--- src/rtl/genius_seq_if.sv ---
// genius_seq_if -- signal bundle between the Genius sequence controller and
// its surroundings (player buttons, sequence ROM, LEDs, status).
//   iniciar     : start/restart request (to controller)
//   botoes      : player buttons, one bit per colour (to controller)
//   rom_data    : synchronous ROM read data (to controller)
//   rom_address : registered ROM address (from controller)
//   leds        : colour LEDs, lit only while showing (from controller)
//   rodada      : current round index (from controller)
//   jogada_ok   : one-cycle pulse per correct press (from controller)
//   ganhou      : game won level (from controller)
//   perdeu      : game lost level (from controller)
//   estado_db   : debug state code (from controller)
interface genius_seq_if;
    logic       iniciar;
    logic [3:0] botoes;
    logic [3:0] rom_data;
    logic [3:0] rom_address;
    logic [3:0] leds;
    logic [3:0] rodada;
    logic       jogada_ok;
    logic       ganhou;
    logic       perdeu;
    logic [3:0] estado_db;

    modport master (
        output iniciar, botoes, rom_data,
        input  rom_address, leds, rodada, jogada_ok, ganhou, perdeu, estado_db
    );

    modport slave (
        input  iniciar, botoes, rom_data,
        output rom_address, leds, rodada, jogada_ok, ganhou, perdeu, estado_db
    );
endinterface

--- src/rtl/genius_seq_ctrl.sv ---
// genius_seq_ctrl -- sequence controller for a Simon/Genius memory game.
// Each round r shows ROM steps 0..r on the LEDs, then waits for the player to
// repeat them on the buttons. Sixteen rounds complete the game.
// Ports:
//   clock : single clock, rising edge
//   reset : synchronous, active-high
//   bus   : genius_seq_if.slave (iniciar, botoes, rom_data in;
//           rom_address, leds, rodada, jogada_ok, ganhou, perdeu, estado_db out)
module genius_seq_ctrl #(
    parameter int unsigned SHOW_CYCLES    = 500,
    parameter int unsigned GAP_CYCLES     = 250,
    parameter int unsigned TIMEOUT_CYCLES = 5000
) (
    input  logic        clock,
    input  logic        reset,
    genius_seq_if.slave bus
);

    localparam int unsigned MAX_SG  = (SHOW_CYCLES > GAP_CYCLES) ? SHOW_CYCLES : GAP_CYCLES;
    localparam int unsigned CNT_MAX = (MAX_SG > TIMEOUT_CYCLES) ? MAX_SG : TIMEOUT_CYCLES;
    localparam int unsigned CW      = $clog2(CNT_MAX + 1);

    localparam logic [CW-1:0] SHOW_LAST = CW'(SHOW_CYCLES - 1);
    localparam logic [CW-1:0] GAP_LAST  = CW'(GAP_CYCLES - 1);
    localparam logic [CW-1:0] TO_LAST   = CW'(TIMEOUT_CYCLES - 1);
    localparam logic [CW-1:0] CNT_ONE   = CW'(1);

    // Encodings double as the estado_db debug code.
    typedef enum logic [3:0] {
        IDLE      = 4'h0,
        FETCH_S   = 4'h2,
        LOAD_S    = 4'h3,
        SHOW      = 4'h4,
        GAP       = 4'h5,
        FETCH_P   = 4'h6,
        LOAD_P    = 4'h7,
        WAIT_PLAY = 4'h8,
        RELEASE   = 4'h9,
        NEXT      = 4'hA,
        WIN       = 4'hE,
        LOSE      = 4'hF
    } state_t;

    state_t        state, state_n;
    logic [3:0]    step, step_n;
    logic [3:0]    round, round_n;
    logic [CW-1:0] cnt, cnt_n;
    logic [3:0]    addr, addr_n;
    logic [3:0]    expected, expected_n;
    logic          ok, ok_n;
    logic [3:0]    prev_b;
    logic          press;

    // A press is an edge from all-released to anything pressed, so a button
    // still held from earlier never counts until it is released.
    assign press = (bus.botoes != 4'b0000) && (prev_b == 4'b0000);

    always_ff @(posedge clock) begin
        if (reset) begin
            state    <= IDLE;
            step     <= '0;
            round    <= '0;
            cnt      <= '0;
            addr     <= '0;
            expected <= '0;
            ok       <= 1'b0;
            prev_b   <= '0;
        end else begin
            state    <= state_n;
            step     <= step_n;
            round    <= round_n;
            cnt      <= cnt_n;
            addr     <= addr_n;
            expected <= expected_n;
            ok       <= ok_n;
            prev_b   <= bus.botoes;
        end
    end

    // The shared counter defaults to clear, so every timed state enters at 0;
    // a timed state only increments while it stays, so it never wraps.
    always_comb begin
        state_n    = state;
        step_n     = step;
        round_n    = round;
        cnt_n      = '0;
        addr_n     = addr;
        expected_n = expected;
        ok_n       = 1'b0;

        case (state)
            IDLE, WIN, LOSE: begin
                if (bus.iniciar) begin
                    round_n = '0;
                    step_n  = '0;
                    addr_n  = '0;
                    state_n = FETCH_S;
                end
            end

            FETCH_S: state_n = LOAD_S;

            LOAD_S: begin
                expected_n = bus.rom_data;
                state_n    = SHOW;
            end

            SHOW: begin
                if (cnt == SHOW_LAST) state_n = GAP;
                else                  cnt_n   = cnt + CNT_ONE;
            end

            GAP: begin
                if (cnt == GAP_LAST) begin
                    if (step < round) begin
                        step_n  = step + 4'd1;
                        addr_n  = step + 4'd1;
                        state_n = FETCH_S;
                    end else begin
                        step_n  = '0;
                        addr_n  = '0;
                        state_n = FETCH_P;
                    end
                end else begin
                    cnt_n = cnt + CNT_ONE;
                end
            end

            FETCH_P: state_n = LOAD_P;

            LOAD_P: begin
                expected_n = bus.rom_data;
                state_n    = WAIT_PLAY;
            end

            WAIT_PLAY: begin
                if (press) begin
                    if (bus.botoes == expected) begin
                        ok_n    = 1'b1;
                        state_n = RELEASE;
                    end else begin
                        state_n = LOSE;
                    end
                end else if (cnt == TO_LAST) begin
                    state_n = LOSE;
                end else begin
                    cnt_n = cnt + CNT_ONE;
                end
            end

            RELEASE: begin
                if (bus.botoes == 4'b0000) begin
                    if (step < round) begin
                        step_n  = step + 4'd1;
                        addr_n  = step + 4'd1;
                        state_n = FETCH_P;
                    end else begin
                        state_n = NEXT;
                    end
                end
            end

            NEXT: begin
                if (round == 4'hF) begin
                    state_n = WIN;
                end else begin
                    round_n = round + 4'd1;
                    step_n  = '0;
                    addr_n  = '0;
                    state_n = FETCH_S;
                end
            end

            default: state_n = IDLE;
        endcase
    end

    assign bus.rom_address = addr;
    assign bus.leds        = (state == SHOW) ? expected : 4'b0000;
    assign bus.rodada      = round;
    assign bus.jogada_ok   = ok;
    assign bus.ganhou      = (state == WIN);
    assign bus.perdeu      = (state == LOSE);
    assign bus.estado_db   = state;

endmodule

--- src/flat_wrapper.sv ---
// flat-port wrapper written by rule: the top's interface ports become plain ports
module genius_seq_ctrl_flat 
#(
    parameter int unsigned SHOW_CYCLES    = 500,
    parameter int unsigned GAP_CYCLES     = 250,
    parameter int unsigned TIMEOUT_CYCLES = 5000
)
  (clock, reset, bus_iniciar, bus_botoes, bus_rom_data, bus_rom_address, bus_leds, bus_rodada, bus_jogada_ok, bus_ganhou, bus_perdeu, bus_estado_db);
  genius_seq_if bus_i ();
  input  logic clock;
  input  logic reset;
  input wire logic [$bits(bus_i.iniciar)-1:0] bus_iniciar;
  input wire logic [$bits(bus_i.botoes)-1:0] bus_botoes;
  input wire logic [$bits(bus_i.rom_data)-1:0] bus_rom_data;
  output wire logic [$bits(bus_i.rom_address)-1:0] bus_rom_address;
  output wire logic [$bits(bus_i.leds)-1:0] bus_leds;
  output wire logic [$bits(bus_i.rodada)-1:0] bus_rodada;
  output wire logic [$bits(bus_i.jogada_ok)-1:0] bus_jogada_ok;
  output wire logic [$bits(bus_i.ganhou)-1:0] bus_ganhou;
  output wire logic [$bits(bus_i.perdeu)-1:0] bus_perdeu;
  output wire logic [$bits(bus_i.estado_db)-1:0] bus_estado_db;
  assign bus_i.iniciar = bus_iniciar;
  assign bus_i.botoes = bus_botoes;
  assign bus_i.rom_data = bus_rom_data;
  assign bus_rom_address = bus_i.rom_address;
  assign bus_leds = bus_i.leds;
  assign bus_rodada = bus_i.rodada;
  assign bus_jogada_ok = bus_i.jogada_ok;
  assign bus_ganhou = bus_i.ganhou;
  assign bus_perdeu = bus_i.perdeu;
  assign bus_estado_db = bus_i.estado_db;
  genius_seq_ctrl #(.SHOW_CYCLES(SHOW_CYCLES), .GAP_CYCLES(GAP_CYCLES), .TIMEOUT_CYCLES(TIMEOUT_CYCLES)) u_core (.clock(clock), .reset(reset), .bus(bus_i));
endmodule
--- config.mk ---
export PLATFORM = sky130hd
export DESIGN_NAME = genius_seq_ctrl_flat
export DESIGN_NICKNAME = d
export VERILOG_FILES = /design/src/rtl/genius_seq_if.sv /design/src/rtl/genius_seq_ctrl.sv /design/src/flat_wrapper.sv
export SDC_FILE = /design/constraint.sdc
export NUM_CORES = 1
export LEC_CHECK = 0
export BUFFER_PORTS_ARGS = -buffer_cell sky130_fd_sc_hd__buf_2
export CAP_MARGIN = 10
export CORE_ASPECT_RATIO = 1.75
export CORE_UTILIZATION = 40
export CTS_BUF_LIST = sky130_fd_sc_hd__clkbuf_4 sky130_fd_sc_hd__clkbuf_8
export CTS_CLUSTER_SIZE = 24
export DETAILED_ROUTE_END_ITERATION = 10
export GPL_ROUTABILITY_DRIVEN = 1
export PLACE_DENSITY = 0.68
export SYNTH_ARGS = -nofsm -noshare
export SYNTH_HDL_FRONTEND = slang
export SYNTH_SLANG_ARGS = --single-unit
--- constraint.sdc ---
create_clock -name clock -period 3 [get_ports clock]
set_clock_uncertainty 0.1 [all_clocks]
set_input_delay 0.3 -clock clock [delete_from_list [all_inputs] [get_ports clock]]
set_output_delay 0.3 -clock clock [all_outputs]
set_load 0.02 [all_outputs]
==> summary.txt <==
Status
  – Status: finished, final reports clean

Place
  – PortBufs: 29
  – Final HPWL DP: 3.385 mm
  – Placer congestion estimate: 0.9127

Synthesis
  – Synth Register Bits: 34
  – Syn. warnings: 0
  – Post-Syn Area per Cell: 8.107 sq um
  – Distinct cells, synth: 50
  – Cells after Synth: 246
  – Register area share after synthesis: 0.3413
  – Post-synth ARST share: 0
  – Main flop type after synthesis: dfxtp_1
  – Post-Synthesis Net Count: 264
  – Mapped cell area: 1994 sq um
  – Post-synth EDFFs: 0

Setup path
  – R2R setup slack: 0.68 ns
  – Critical R2R Capture: u_core.bus.rodada[3]$_SDFFE_PP0P_
  – WP data required: 3.12 ns
  – Reg-to-Reg Start: u_core.bus.estado_db[3]$_SDFFE_PP0P_
  – Critical Path Source: u_core.bus.estado_db[3]$_SDFFE_PP0P_
  – Arr. time, crit path: 2.44 ns
  – Crit path max fanout: 19
  – Worst setup path endpoint: u_core.bus.rodada[3]$_SDFFE_PP0P_
  – Crit Path Class: reg -> reg
  – CP Capture Type: flop
  – Startpoint types: flop
  – R2R cell count: 5

STA
  – Fin. Hold Viols: 0
  – Final worst path period share: 0.7729
  – Setup TNS: 0 ns
  – Fin Hold WS: 0.1674 ns
  – Min cycle time layout: 2.319 ns
  – Final setup violation count: 0
  – Max Slew Vio Count: 0
  – Worst Tran Pin Value: 0.9572 ns
  – Max frequency: 0.4313 GHz
  – RSZ-0062 raised after global routing: no
  – Slew headroom: 0.3591

Power
  – Seq pwr share: 0.378
  – Switching Share: 0.3774
  – Pwr/cell area: 626.3 nW/um^2
  – VDD IR-drop max: 398.6 uV
  – Clock share of power: 0.234
  – P_sw: 531.5 uW
  – Combinational share of power: 0.388
  – Internal: 876.6 uW
  – Leakage: 0.0008573 uW

Global route
  – Largest net degree at the start of global routing: 25
  – First-pass GRT wire length: 7.348 mm
  – Antenna violations before repair: 0
  – Vias in the first global route: 1652
  – GR Util All Layers: 0.1774
  – Global route overflow: 0

Clock tree
  – Clk_lat worst skew: 0.29 ns
  – Cts hold-fix bufs: 0
  – TritonCTS Buffers: 5
  – TritonCTS clock tree: built
  – Setup Fix Bufs, Post-CTS: 0
  – Clock Tree Root: clkbuf_8
  – Clk sink count: 34
  – Reg clk slew, reported paths: 0.07 ns
  – Htree depth: 2
  – Bufs on Longest Clock Path: 2
  – Cts repair resizes: 0

Die
  – Core area: 4748 sq um
  – FP Rows: 33
  – Die H: 95.41 microns
  – Die ar.: 5283 sq um
  – Starting density of the core: 0.4200
  – Top Ports: 30
  – DIE WIDTH: 55.38 microns

Drt
  – First-pass iteration count of the detailed router: 4
  – Via Count: 1820
  – Antenna-violating nets left: 0
  – Initial drt markers: 86
  – DRC viols: 0
  – Drt total wl: 4.421 mm
  – Metal2 WL: 2.434 mm
  – M1 wire length: 1.729 mm
  – Via/cell ratio: 5.566
  – Top Metal Used: met4
  – Routed WL per cell: 13.52 microns
  – Met3 Wirelength: 105 microns

Flow run
  – Max Cap Viol: 0

Worst hold path
  – Hold Path Cell Cnt: 3
  – Worst Hold Class: in -> reg
  – Min-delay src: bus_rom_data[3]

Layout
  – Commonest non-fill, non-tap cell in the layout: dfxtp_1
  – Most frequent cells in the layout: dfxtp_1 (34), nor2_1 (29), buf_2 (29)
  – Antenna diode count: 0
  – Share of post-route cells with drive strength above 1: 0.1818
  – Count of nets after finishing: 294
  – Area Overhead vs Synth: 12.74%
==> cell families after synthesis <==
group / share of synthesized area
simple gates: 0.3356
compound gates: 0.1525
flops: 0.3413
buf+inv: 0.05143
xor+xnor: 0.07027
fa+ha+maj: 0.04391
mux: 0.005019
==> power groups by stage <==
stage | Sequential, uW | Clock [uW] | Combinational (uW)
detailed placement | 542 | 0 | 541
global placement | 543 | 0 | 538
finish | 532 | 329 | 547
CTS | 532 | 343 | 543
floorplan | 544 | 0 | 407
global route | 540 | 361 | 598
==> worst min path at each step <==
stage                                                      end  slack, ns
after floorplan           u_core.bus.estado_db[1]$_SDFFE_PP0P_       0.30
after global placement                u_core.cnt[0]$_SDFF_PP0_       0.36
after detailed placement              u_core.cnt[0]$_SDFF_PP0_       0.37
after CTS                      u_core.expected[3]$_SDFFE_PP0P_       0.16
after global routing           u_core.expected[1]$_SDFFE_PP0P_       0.17
final                          u_core.expected[3]$_SDFFE_PP0P_       0.17
==> metrics by stage <==
step                      cell area (sq um)  setup slack, ns    util  total power [uW]  instances
after floorplan                        1994           0.9160       -             951.6        246
after global placement                 2166           0.6833  0.4561              1081        321
after detailed placement               2166           0.6657  0.4561              1083        321
after CTS                              2248           0.6452  0.4735              1418        327
after global routing                   2248           0.3983  0.4735              1500        327
final                                  2248           0.6812  0.4735              1408        327
==> cell type report <==
| cell class | instances | area, sq um |
|---|---|---|
| clock buffer | 6 | 82.58 |
| timing repair buffer | 33 | 175.2 |
| multi-input combinational | 193 | 1211 |
| sequential | 34 | 680.7 |
| fill | 478 | 2500 |
| tap | 52 | 65.06 |
| inverter | 9 | 33.78 |
==> per-layer routing <==
metal | track usage | vias to the layer above
met4 | 0.09792 | 0
met3 | 0.03799 | 10
met5 | 0 | -
met1 | 0.1724 | 855
li1 | - | 928
met2 | 0.3424 | 27
==> sequential cells by signal (all words and copies together) (netlist names) <==
signal / count
u_core.cnt: 13
u_core.prev_b: 4
u_core.bus.estado_db: 4
u_core.bus.jogada_ok: 1
u_core.bus.rom_address: 4
u_core.bus.rodada: 4
u_core.expected: 4
==> worst max-delay path, stage by stage (launching register included) <==
cell	delay, ns
dfxtp_1	0.50
nor4_1	0.73
a32oi_1	0.10
buf_4	0.20
or4_1	0.46
a21oi_1	0.14
==> synth_stat cells, types with 3 or more instances <==
library cell	instances	area share
nand2_1	25	0.047
and3_1	4	0.013
nand4b_1	4	0.018
dfxtp_1	34	0.34
nand3_1	13	0.033
ha_1	7	0.044
nor3_1	3	0.0075
nand2b_1	4	0.013
nor4_1	4	0.013
xor2_1	8	0.035
and2_1	6	0.019
inv_1	9	0.017
xnor2_1	8	0.035
nand4_1	3	0.0094
o21ai_0	4	0.010
o41ai_1	3	0.013
or3_1	3	0.0094
nor2b_1	10	0.031
o211ai_1	5	0.019
nor3b_1	3	0.011
nor2_1	29	0.055
clkbuf_1	4	0.0075
a21oi_1	19	0.048
No activity file was read; power rests on OpenSTA's default activity.
